### src/rtl/serdesphy_rx_deserializer.sv
// Receive deserializer: hunts bit-by-bit for SYNC_WORD, then emits FRAME_BYTES
// payload bytes per frame and flywheels over isolated sync misses.
module serdesphy_rx_deserializer #(
    parameter logic [7:0] SYNC_WORD   = 8'hD5,
    parameter int         FRAME_BYTES = 4,
    parameter int         LOSS_THRESH = 2
) (
    input  logic       clk,
    input  logic       rst_n,
    input  logic       ena,
    input  logic       rx_serial_i,
    output logic [7:0] rx_data_o,
    output logic       rx_valid_o,
    output logic       rx_locked_o,
    output logic       sync_err_o,
    output logic [7:0] err_count_o
);

    typedef enum logic [1:0] {
        HUNT  = 2'd0,
        DATA  = 2'd1,
        CHECK = 2'd2
    } state_t;

    localparam logic [3:0] LAST_BYTE  = 4'(FRAME_BYTES - 1);
    localparam logic [2:0] LOSS_LIMIT = 3'(LOSS_THRESH);

    state_t      state_r;
    logic [7:0]  sr_r;
    logic [2:0]  bit_cnt_r;
    logic [3:0]  byte_cnt_r;
    logic [2:0]  miss_cnt_r;
    logic [7:0]  nsr_s;
    logic [2:0]  miss_next_s;
    logic        sync_hit_s;

    // Window including the bit sampled this cycle, and the prospective miss count
    always_comb begin
        nsr_s       = {sr_r[6:0], rx_serial_i};
        miss_next_s = miss_cnt_r + 3'd1;
        sync_hit_s  = (nsr_s == SYNC_WORD);
    end

    // Framing FSM with registered byte, strobe, lock and error outputs
    always_ff @(posedge clk or negedge rst_n) begin
        if (!rst_n) begin
            state_r     <= HUNT;
            sr_r        <= 8'd0;
            bit_cnt_r   <= 3'd0;
            byte_cnt_r  <= 4'd0;
            miss_cnt_r  <= 3'd0;
            rx_data_o   <= 8'd0;
            rx_valid_o  <= 1'b0;
            rx_locked_o <= 1'b0;
            sync_err_o  <= 1'b0;
            err_count_o <= 8'd0;
        end else if (!ena) begin
            rx_valid_o <= 1'b0;
            sync_err_o <= 1'b0;
        end else begin
            sr_r       <= nsr_s;
            rx_valid_o <= 1'b0;
            sync_err_o <= 1'b0;
            case (state_r)
                HUNT: begin
                    if (sync_hit_s) begin
                        state_r     <= DATA;
                        rx_locked_o <= 1'b1;
                        bit_cnt_r   <= 3'd0;
                        byte_cnt_r  <= 4'd0;
                        miss_cnt_r  <= 3'd0;
                    end
                end
                DATA: begin
                    bit_cnt_r <= bit_cnt_r + 3'd1;
                    if (bit_cnt_r == 3'd7) begin
                        rx_data_o  <= nsr_s;
                        rx_valid_o <= 1'b1;
                        if (byte_cnt_r == LAST_BYTE) begin
                            state_r    <= CHECK;
                            byte_cnt_r <= 4'd0;
                        end else begin
                            byte_cnt_r <= byte_cnt_r + 4'd1;
                        end
                    end
                end
                CHECK: begin
                    bit_cnt_r <= bit_cnt_r + 3'd1;
                    if (bit_cnt_r == 3'd7) begin
                        if (sync_hit_s) begin
                            miss_cnt_r <= 3'd0;
                            state_r    <= DATA;
                        end else begin
                            sync_err_o <= 1'b1;
                            if (err_count_o != 8'hFF) begin
                                err_count_o <= err_count_o + 8'd1;
                            end
                            // Only a run of LOSS_THRESH misses abandons the current alignment
                            if (miss_next_s == LOSS_LIMIT) begin
                                state_r     <= HUNT;
                                rx_locked_o <= 1'b0;
                                miss_cnt_r  <= 3'd0;
                            end else begin
                                state_r    <= DATA;
                                miss_cnt_r <= miss_next_s;
                            end
                        end
                    end
                end
                default: begin
                    state_r     <= HUNT;
                    rx_locked_o <= 1'b0;
                    bit_cnt_r   <= 3'd0;
                    byte_cnt_r  <= 4'd0;
                    miss_cnt_r  <= 3'd0;
                end
            endcase
        end
    end

endmodule

### config.mk
export PLATFORM = sky130hd
export DESIGN_NAME = serdesphy_rx_deserializer
export DESIGN_NICKNAME = d
export VERILOG_FILES = /design/src/rtl/serdesphy_rx_deserializer.sv
export SDC_FILE = /design/constraint.sdc
export NUM_CORES = 1
export LEC_CHECK = 0
export ABC_AREA = 1
export CORE_MARGIN = 1
export CORE_UTILIZATION = 40
export DETAILED_ROUTE_END_ITERATION = 8
export GPL_TIMING_DRIVEN = 0
export PLACE_DENSITY = 0.71
export SETUP_SLACK_MARGIN = 0.05
export SKIP_CTS_REPAIR_TIMING = 1
export SLEW_MARGIN = 0
export SYNTH_ARGS = -nofsm -noshare
export SYNTH_HDL_FRONTEND = slang
export SYNTH_SLANG_ARGS = --single-unit
export TNS_END_PERCENT = 30
### constraint.sdc
create_clock -name clk -period 1.4 [get_ports clk]
set_clock_uncertainty 0.05 [all_clocks]
set_input_delay 0.42 -clock clk [delete_from_list [all_inputs] [get_ports clk]]
set_output_delay 0.42 -clock clk [all_outputs]
set_load 0.1 [all_outputs]
Word-level counts from Yosys, hierarchy flattened
Index checks and enable logic that the tools add are counted.
Widths: inputs -> output; s select.
Word-level totals
  bits of input ports: 4
  logic and storage cells: 68
  register bits: 38
  output and inout port bits: 19
Operators by class
  multiplexer cells: 29
  reduce and logical (&&, ||, !) cells: 9
  eq/ne operators: 13
  add/subtract/negate cells: 4
  bitwise logic cells: 3
Operators by type and width (count)
  $mux 1: 13
  $mux 3: 4
  $mux 4: 3
  $ne 2x2->1 const B: 6
  $pmux 4 s3: 1
  $reduce_and 5->1: 2
  $pmux 3 s3: 1
  $add 8x1->8 const B: 1
  $eq 8x8->1 const B: 1
  $mux 2: 4
  $ne 8x8->1 const B: 1
  $reduce_and 4->1: 2
  $add 3x1->3 const B: 2
  $pmux 2 s3: 1
  $pmux 3 s2: 1
  $reduce_and 6->1: 1
  $add 4x1->4 const B: 1
  $eq 4x2->1 const B: 1
  $eq 3x2->1 const B: 1
  $eq 3x3->1 const B: 1
  $not 1->1: 3
  $pmux 1 s3: 1
  $reduce_and 3->1: 1
  $eq 2x1->1 const B: 1
  4 further kinds: 4

Logic depth before layout (Yosys ltp)
Gate-level depths: netlist (run 1).
  word-level depth: 6
  mapped depth: 10
  mapped depth without buffers: 10

Least setup slack after synthesis (run 1)
Ideal clock, no wire load.
  path type: register to register
  from: register err_count_o[0]
  to: register err_count_o[6]
  library setup time: 0.077 ns
  period minus slack after synthesis: 2.069 ns
  data arrival time: 1.942 ns
  setup slack: -0.669 ns
  path buffers: 0
  stages on the path, launching flop included: 8
  required time: 1.273 ns
  path through: dfrtp_1 ha_1 nand4_1 nor2_2 nor2_4 inv_2 nand2_1 o21ai_1
On the way
  word-level cells in the longest chain between the ends: 2
  elaborated cells on any way between the ends: 3
  those cells by class: add/sub (1); eq/ne (1); reduce/logical (1)
RTL lines
  start, declared: line 16  | output logic [7:0] err_count_o
  start signal, assigned: line 96  | err_count_o <= err_count_o + 8'd1;
  parallel branches: the longest is 2 deep, another holds $add 8x1->8
Parallel ways; which one is timed is not known.
A chain may end at the register's enable or synchronous reset.

Worst setup path in the final report (run 1)
  from: register bit_cnt_r[0]
  to: register err_count_o[0]
On the way
  word-level cells in the longest chain between the ends: 2
RTL lines
  start, declared: line 30  | logic [2:0] bit_cnt_r;
  start signal, assigned: line 75  | bit_cnt_r <= bit_cnt_r + 3'd1;
  start signal, assigned: line 88  | bit_cnt_r <= bit_cnt_r + 3'd1;
  $eq 3x3->1: line 89  | if (bit_cnt_r == 3'd7) begin
  $reduce_and 5->1 (no line)
Every way passes these cells.

==> metrics.md, run 1 <==
| Metric | Value |
|---|---|
| Status | `finished, violations left` |
| Failing checks | `negative setup slack` |
| WL/cell | `11.7 um` |
| Hpwl dp | `2.36 mm` |
| Tcrit/Tclk final | `109%` |
| Sequential area share after synthesis | `50.0%` |
| Worst Tran Pin Value | `0.825 ns` |
| Vias per inst | `4.81` |
| R2R cell count | `8` |
| Clock buffer depth | `2` |
| Routed wire length | `3.69 mm` |
| Slowest CP cell | `dfrtp_1` |
| Vias in the first global route | `1349` |
| Post-synth cell types | `24` |
| Synthesized-area fraction occupied by adder cells | `6.58%` |
| Metal-1 WL | `1.63 mm` |
| Share of post-route cells with drive strength above 1 | `32.6%` |
| Pwr Total | `0.00380 W` |
| YS warnings | `0` |
| Relative slew slack | `45.0%` |
| Count of pins over their slew limit | `0` |
| Startpoint Class | `register` |
| Family with the most delay on the worst path | `simple AND/OR/NAND/NOR gates` |
| Critical path class | `register to register` |
| Final nets | `277` |
| Pin count of the biggest net entering global routing | `39` |
| Synth Area in Compound Gates | `8.36%` |
| Core area | `4470 um2` |
| Crit path buffers/inverters | `1` |
| RSZ-0062 raised after global routing | `yes` |
| F_max | `656 MHz` |
| Mean Syn Cell Area | `8.64 um2` |
| Peak supply drop | `0.742 mV` |
| CP cell instances | `ha_2, ha_4, nand2_4, nor2_4, nand2_2, nor2_4, buf_6, xor2_1` |
| CTS tree | `done` |
| Post-Synthesis Cells | `220` |
| Chip height | `71.0 um` |
| Worst Path Arrival | `1.69 ns` |
| Final hold violations | `0` |
| Min Tclk post-route | `1.52 ns` |
| DR iter-0 viols | `102` |
| Yosys top cell area share | `50.0%` |
| Top sig layer | `met4` |
| Max incr delay on CP | `0.38 ns` |
| Main combinational cell family by area after synthesis | `simple AND/OR/NAND/NOR gates` |
| DIE WIDTH | `71.0 um` |
| RR Endpoint | `err_count_o[0]` |
| Post-Synth Simple-Gate Area | `25.0%` |
| Clock transition at path regs | `0.07 ns` |
| GRT overflow | `0` |
| Register-to-Register Setup Slack | `-0.12 ns` |
| Via count | `1521` |
| Dpl cells | `293` |
| P_leak | `1.29 nW` |
| Ant. Diodes | `0` |
| Antenna Nets Post-Route | `0` |
| H-tree depth | `2` |
| Area Overhead vs Synth | `40.5%` |
| WHS | `0.177 ns` |
| Reg area | `973 um2` |
| Fin cells | `316` |
| Crit-path most repeated cell | `nor2_4` |
| Synth area leader | `dfrtp_1` |
| Worst-skew pair later-pin latency | `0.29 ns` |
| Met2 WL | `1.86 mm` |
| Worst Path Max Fanout | `4` |
| CTS buffer count | `5` |
| Crit path capture type | `register` |
| Row Count | `24` |
| Drt drc | `0` |
| CTS root buf | `clkbuf_8` |
| Worst Path Required | `1.56 ns` |
| Filler instances | `355` |
| Post-Synthesis Cell Area | `1900 um2` |
| Max-Cap Viols | `0` |
| Synth Area in XOR/XNOR | `3.68%` |
| Multiplexer share of the synthesized area | `0%` |
| Gpl congestion | `0.812` |
| Post-layout worst setup margin | `-0.125 ns` |
| Synth top area cells | `dfrtp_1 (50%), nand2_1 (14%), ha_1 (6.6%), o21ai_1 (4.2%), inv_1 (3.9%)` |
| Initial Utilization | `42.5%` |
| IO buf count | `21` |
| PD cells | `1420 nW/um2` |
| First-pass iteration count of the detailed router | `6` |
| First-pass GRT wire length | `5.60 mm` |
| Final setup fails | `29` |
| Multi-input gate area | `931 um2` |
| Total GRT Usage | `14.3%` |
| Worst flop-to-flop path startpoint | `bit_cnt_r[0]` |
| Initial antenna violation count | `0` |
| Seq cells post-synth | `38` |
| Area of the die | `5030 um2` |
| I/O pins | `23` |
| Num Clock Sinks | `38` |
| Post-Syn Nets | `234` |
| Met3 wire len | `126 um` |
| Type of the worst min-delay path | `primary input to async pin` |
cell type report:
class / count / share of cell area, %
plain buffers: 3 / 0.843
clock buffers: 6 / 2.72
clock inverters: 2 / 0.375
inverters: 28 / 4.03
multi-input cells: 152 / 34.8
flip-flops and latches: 38 / 36.4
well taps: 52 / 2.44
repair buffers: 35 / 18.3
layer usage:
metal,track usage (%),up-vias
met5,0,-
met4,7.11,0
met3,4.27,9
met2,23.5,29
met1,17.1,701
li1,-,782
stage by stage:
stage / setup TNS (ns) / util [%] / setup WS [ns] / cell area (um2)
global placement: -61.29 / 49.9 / -1.26 / 2230
detailed placement: -21.64 / 49.8 / -0.634 / 2230
CTS: -22.05 / 51.6 / -0.954 / 2310
floorplan: -0.958 / - / -0.146 / 1960
global route: -5.11 / 59.7 / -0.226 / 2670
finish: -1.98 / 59.7 / -0.125 / 2670
state kept, by name, summed over array words and instances, names as in the netlist, 2 cells and up:
name and count:
bit_cnt_r 3, byte_cnt_r 4, err_count_o 8, miss_cnt_r 3, rx_data_o 8, sr_r 7, state_r 2
layout by cell type (no fill, tap or decap):
cell type and n:
nand2_1 68, dfrtp_1 30, inv_1 18, buf_12 17
o21ai_1 16, buf_4 14, inv_2 9, nand3_1 9
nand4_1 8, o21ai_0 7, nand2_2 5, nor2_4 5
xnor2_1 5, ha_1 5, clkbuf_8 5, dfrtp_4 5
nor2_1 4, buf_6 4, xor2_1 3, ha_4 3
dfrtp_2 3, nand2_4 2, clkbuf_1 2, nor2_2 2
a21boi_2 2, ha_2 2, clkinv_2 2, a21boi_4 1
a21oi_2 1, a21oi_1 1, inv_4 1, nand3_4 1
o21bai_1 1, nand3_2 1, buf_2 1, dlymetal6s2s_1 1
cells by family (layout without fill, tap and decap cells):
group | Yosys count | in the layout
flops | 38 | 38
buf+inv | 31 | 74
xor+xnor | 8 | 8
fa+ha+maj | 10 | 10
compound gates | 28 | 29
simple gates | 105 | 105
synth_stat cells (all sizes together):
| cell type | number |
|---|---|
| o21ai | 23 |
| clkbuf | 1 |
| xnor2 | 5 |
| ha | 10 |
| xor2 | 3 |
| inv | 28 |
| nand3 | 11 |
| nor2 | 11 |
| nand2 | 75 |
| dfrtp | 38 |
| nand4 | 8 |
| a21boi | 2 |
| a21oi | 2 |
| o21bai | 1 |
| buf | 2 |
where the power goes:
group / switching, W / internal (W)
sequential: 0.000182 / 0.00128
combinational: 0.00102 / 0.000593
clock: 0.000373 / 0.000345
worst max path at each step:
stage / from / slack [ns] / to / cells past startpoint
final: bit_cnt_r[0] / -0.12 / err_count_o[0] / 8
after CTS: err_count_o[2] / -0.95 / err_count_o[2] / 1
after global routing: bit_cnt_r[0] / -0.23 / err_count_o[0] / 8
after detailed placement: err_count_o[2] / -0.63 / err_count_o[2] / 1
after floorplan: err_count_o[1] / -0.15 / err_count_o[5] / 7
after global placement: rst_n / -1.26 / err_count_o[1] / 1
Power figures use the tool's default switching activity.
==> run 2, diff against run 1 <==
- PLACE_DENSITY: 0.71 -> unset
==> run 2 against run 1 <==
- the flow still finishes with violations (negative setup slack)
- utilization increased by 0.62 points
- die area unchanged
- flip-flop and latch count unchanged
- design area increased by 1.0%
- critical endpoint is now err_count_o[7]
==> metrics.md, run 2 (synthesis gave the netlist of run 1 again) <==
| Metric | Value |
|---|---|
| CTS buffer count | `5 (unchanged)` |
| F_max | `642 MHz (-2.0%)` |
| Ant. Diodes | `0 (unchanged)` |
| Final hold violations | `0 (unchanged)` |
| Antenna Nets Post-Route | `0 (unchanged)` |
| Core area | `4470 um2 (unchanged)` |
| Initial antenna violation count | `0 (unchanged)` |
| Count of pins over their slew limit | `0 (unchanged)` |
| Worst flop-to-flop path startpoint | `bit_cnt_r[0]` |
| Area Overhead vs Synth | `41.9%` |
| CTS root buf | `clkbuf_8` |
| Gpl congestion | `0.772 (-4.9%)` |
| Startpoint Class | `register` |
| Leading cell type in the layout, fill and taps excluded | `nand2_1` |
| Relative slew slack | `45.6% (+0.58 points)` |
| Multi-input gate area | `895 um2 (-3.9%)` |
| RSZ-0062 raised after global routing | `yes` |
| Vias in the first global route | `1313 (-2.7%)` |
| Max-Cap Viols | `0 (unchanged)` |
| Internal power | `0.00263 W (+18%)` |
| Pin count of the biggest net entering global routing | `39 (unchanged)` |
| Top flop regs | `err_count_o (8), rx_data_o (8), sr_r (7)` |
| Share of post-route cells with drive strength above 1 | `31.7% (-0.90 points)` |
| Sw Share | `37.2% (-4.3 points)` |
| Area of the die | `5030 um2 (unchanged)` |
| Drt drc | `0 (unchanged)` |
| Net Sw Power | `0.00156 W (-1.3%)` |
| Peak supply drop | `0.811 mV (+9.2%)` |
| Chip height | `71.0 um (unchanged)` |
| Status | `finished, violations left` |
| Type of the worst min-delay path | `primary input to async pin` |
| H-tree depth | `2 (unchanged)` |
| Core Util, Final | `60.3% (+0.62 points)` |
| Worst-skew pair later-pin latency | `0.29 ns (about the same)` |
| Routed wire length | `3.54 mm (-4.2%)` |
| Vias per inst | `4.74 (-1.5%)` |
| Hpwl dp | `2.39 mm (+1.4%)` |
| Crit path capture type | `register` |
| CTS tree | `done` |
| First-pass iteration count of the detailed router | `6 (unchanged)` |
| Reg power frac | `34.9% (-3.7 points)` |
| Worst Path Required | `1.57 ns (about the same)` |
| Failing checks | `negative setup slack` |
| Worst Path Arrival | `1.73 ns (+0.04 ns)` |
| Commonest non-fill, non-tap cells in the layout | `nand2_1 (68), dfrtp_1 (30), inv_1 (19), buf_12 (18), o21ai_1 (15)` |
| Clock transition at path regs | `0.08 ns (about the same)` |
| Initial Utilization | `42.5% (unchanged)` |
| Tcrit/Tclk final | `111% (+2.3 points)` |
| Gate power share | `37.6% (-4.9 points)` |
| Num Clock Sinks | `38 (unchanged)` |
| Clock Power Share | `27.5% (+8.6 points)` |
| Via count | `1488 (-2.2%)` |
| Clock buffer depth | `2 (unchanged)` |
| First-pass GRT wire length | `5.98 mm (+6.8%)` |
| Final setup fails | `35 (+21%)` |
| Setup crit start | `bit_cnt_r[0]` |
| Final nets | `275 (-0.72%)` |
| Reg area | `973 um2 (unchanged)` |
| GRT overflow | `0 (unchanged)` |
| P_leak | `1.30 nW (+0.90%)` |
| DIE WIDTH | `71.0 um (unchanged)` |
| Worst Path Max Fanout | `6 (+2)` |
| Total GRT Usage | `15.5% (+1.2 points)` |
| Row Count | `24 (unchanged)` |
| Filler instances | `379 (+6.8%)` |
| WL/cell | `11.3 um (-3.6%)` |
| IO buf count | `21 (unchanged)` |
| PD cells | `1550 nW/um2 (+9.1%)` |
| Final TNS setup | `-2.42 ns (-0.443 ns)` |
| I/O pins | `23 (unchanged)` |
| Worst Tran Pin Value | `0.817 ns (-0.00863 ns)` |
| Post-layout worst setup margin | `-0.157 ns (-0.0319 ns)` |
| Min Tclk post-route | `1.56 ns (+0.0319 ns)` |
| Critical path class | `register to register` |
| DR iter-0 viols | `54 (-47%)` |
run 2: layout make-up:
cell class,instances,share of cell area (%)
Sequential cell,38,36.1
Clock buffer,6,3.06
Timing Repair Buffer,34,18.2
Clock inverter,2,2.23
Tap cell,52,2.41
Inverter,28,4.08
Multi-Input combinational cell,151,33.1
Buffer,3,0.834
run 2: worst paths after layout:
| check | endpoint | slack [ns] | cells after the start |
|---|---|---|---|
| worst max-delay path | err_count_o[7] | -0.16 | 9 |
| worst min-delay path | rx_data_o[5] | 0.16 | 1 |
| worst max register to register | err_count_o[7] | -0.16 | 9 |
| worst min register to register | bit_cnt_r[1] | 0.43 | 2 |
| max in group asynchronous | err_count_o[1] | 0.53 | 1 |
| min in group clk | sr_r[2] | 0.37 | 2 |
run 2: stage by stage:
step | worst slack, ns | power, W | cell area (um2) | std cells | hold WS (ns)
global route | -0.269 | 0.00447 | 2700 | 314 | 0.237
finish | -0.157 | 0.00419 | 2700 | 314 | 0.159
detailed placement | -0.636 | 0.00279 | 2230 | 293 | 0.418
global placement | -1.32 | 0.00277 | 2230 | 293 | 0.408
CTS | -0.964 | 0.00396 | 2370 | 301 | 0.201
floorplan | -0.146 | 0.00248 | 1960 | 220 | 0.0744
run 2: power groups by stage:
stage	Clock, W	Combinational, W	Sequential [W]
6_report	0.00115	0.00158	0.00146
2_1_floorplan	0	0.000720	0.00176
3_3_place_gp	0	0.00133	0.00144
5_1_grt	0.00124	0.00174	0.00148
4_1_cts	0.00119	0.00134	0.00143
3_5_place_dp	0	0.00134	0.00145
run 2: worst max-delay path: stages, from the launching register on:
cell     delay, ns
dfrtp_1       0.37
ha_1          0.16
ha_2          0.20
nand2_2       0.08
nor2_2        0.09
nand2_2       0.09
nor2_4        0.19
buf_4         0.15
nand2_1       0.04
o21ai_1       0.06
run 2: routing by layer:
layer | global-route usage [%] | wire, um | vias to the layer above
li1 | - | - | 777
met3 | 4.27 | 114 | 5
met5 | 0 | 0 | -
met4 | 7.33 | 70 | 0
met1 | 20.6 | 1700 | 682
met2 | 23.4 | 1650 | 24
==> run 3, diff against run 2 <==
- CTS_CLUSTER_SIZE: unset -> 10
==> results of run 3 <==
Same layout as run 2: the final DEF is identical, and so are final timing and power.
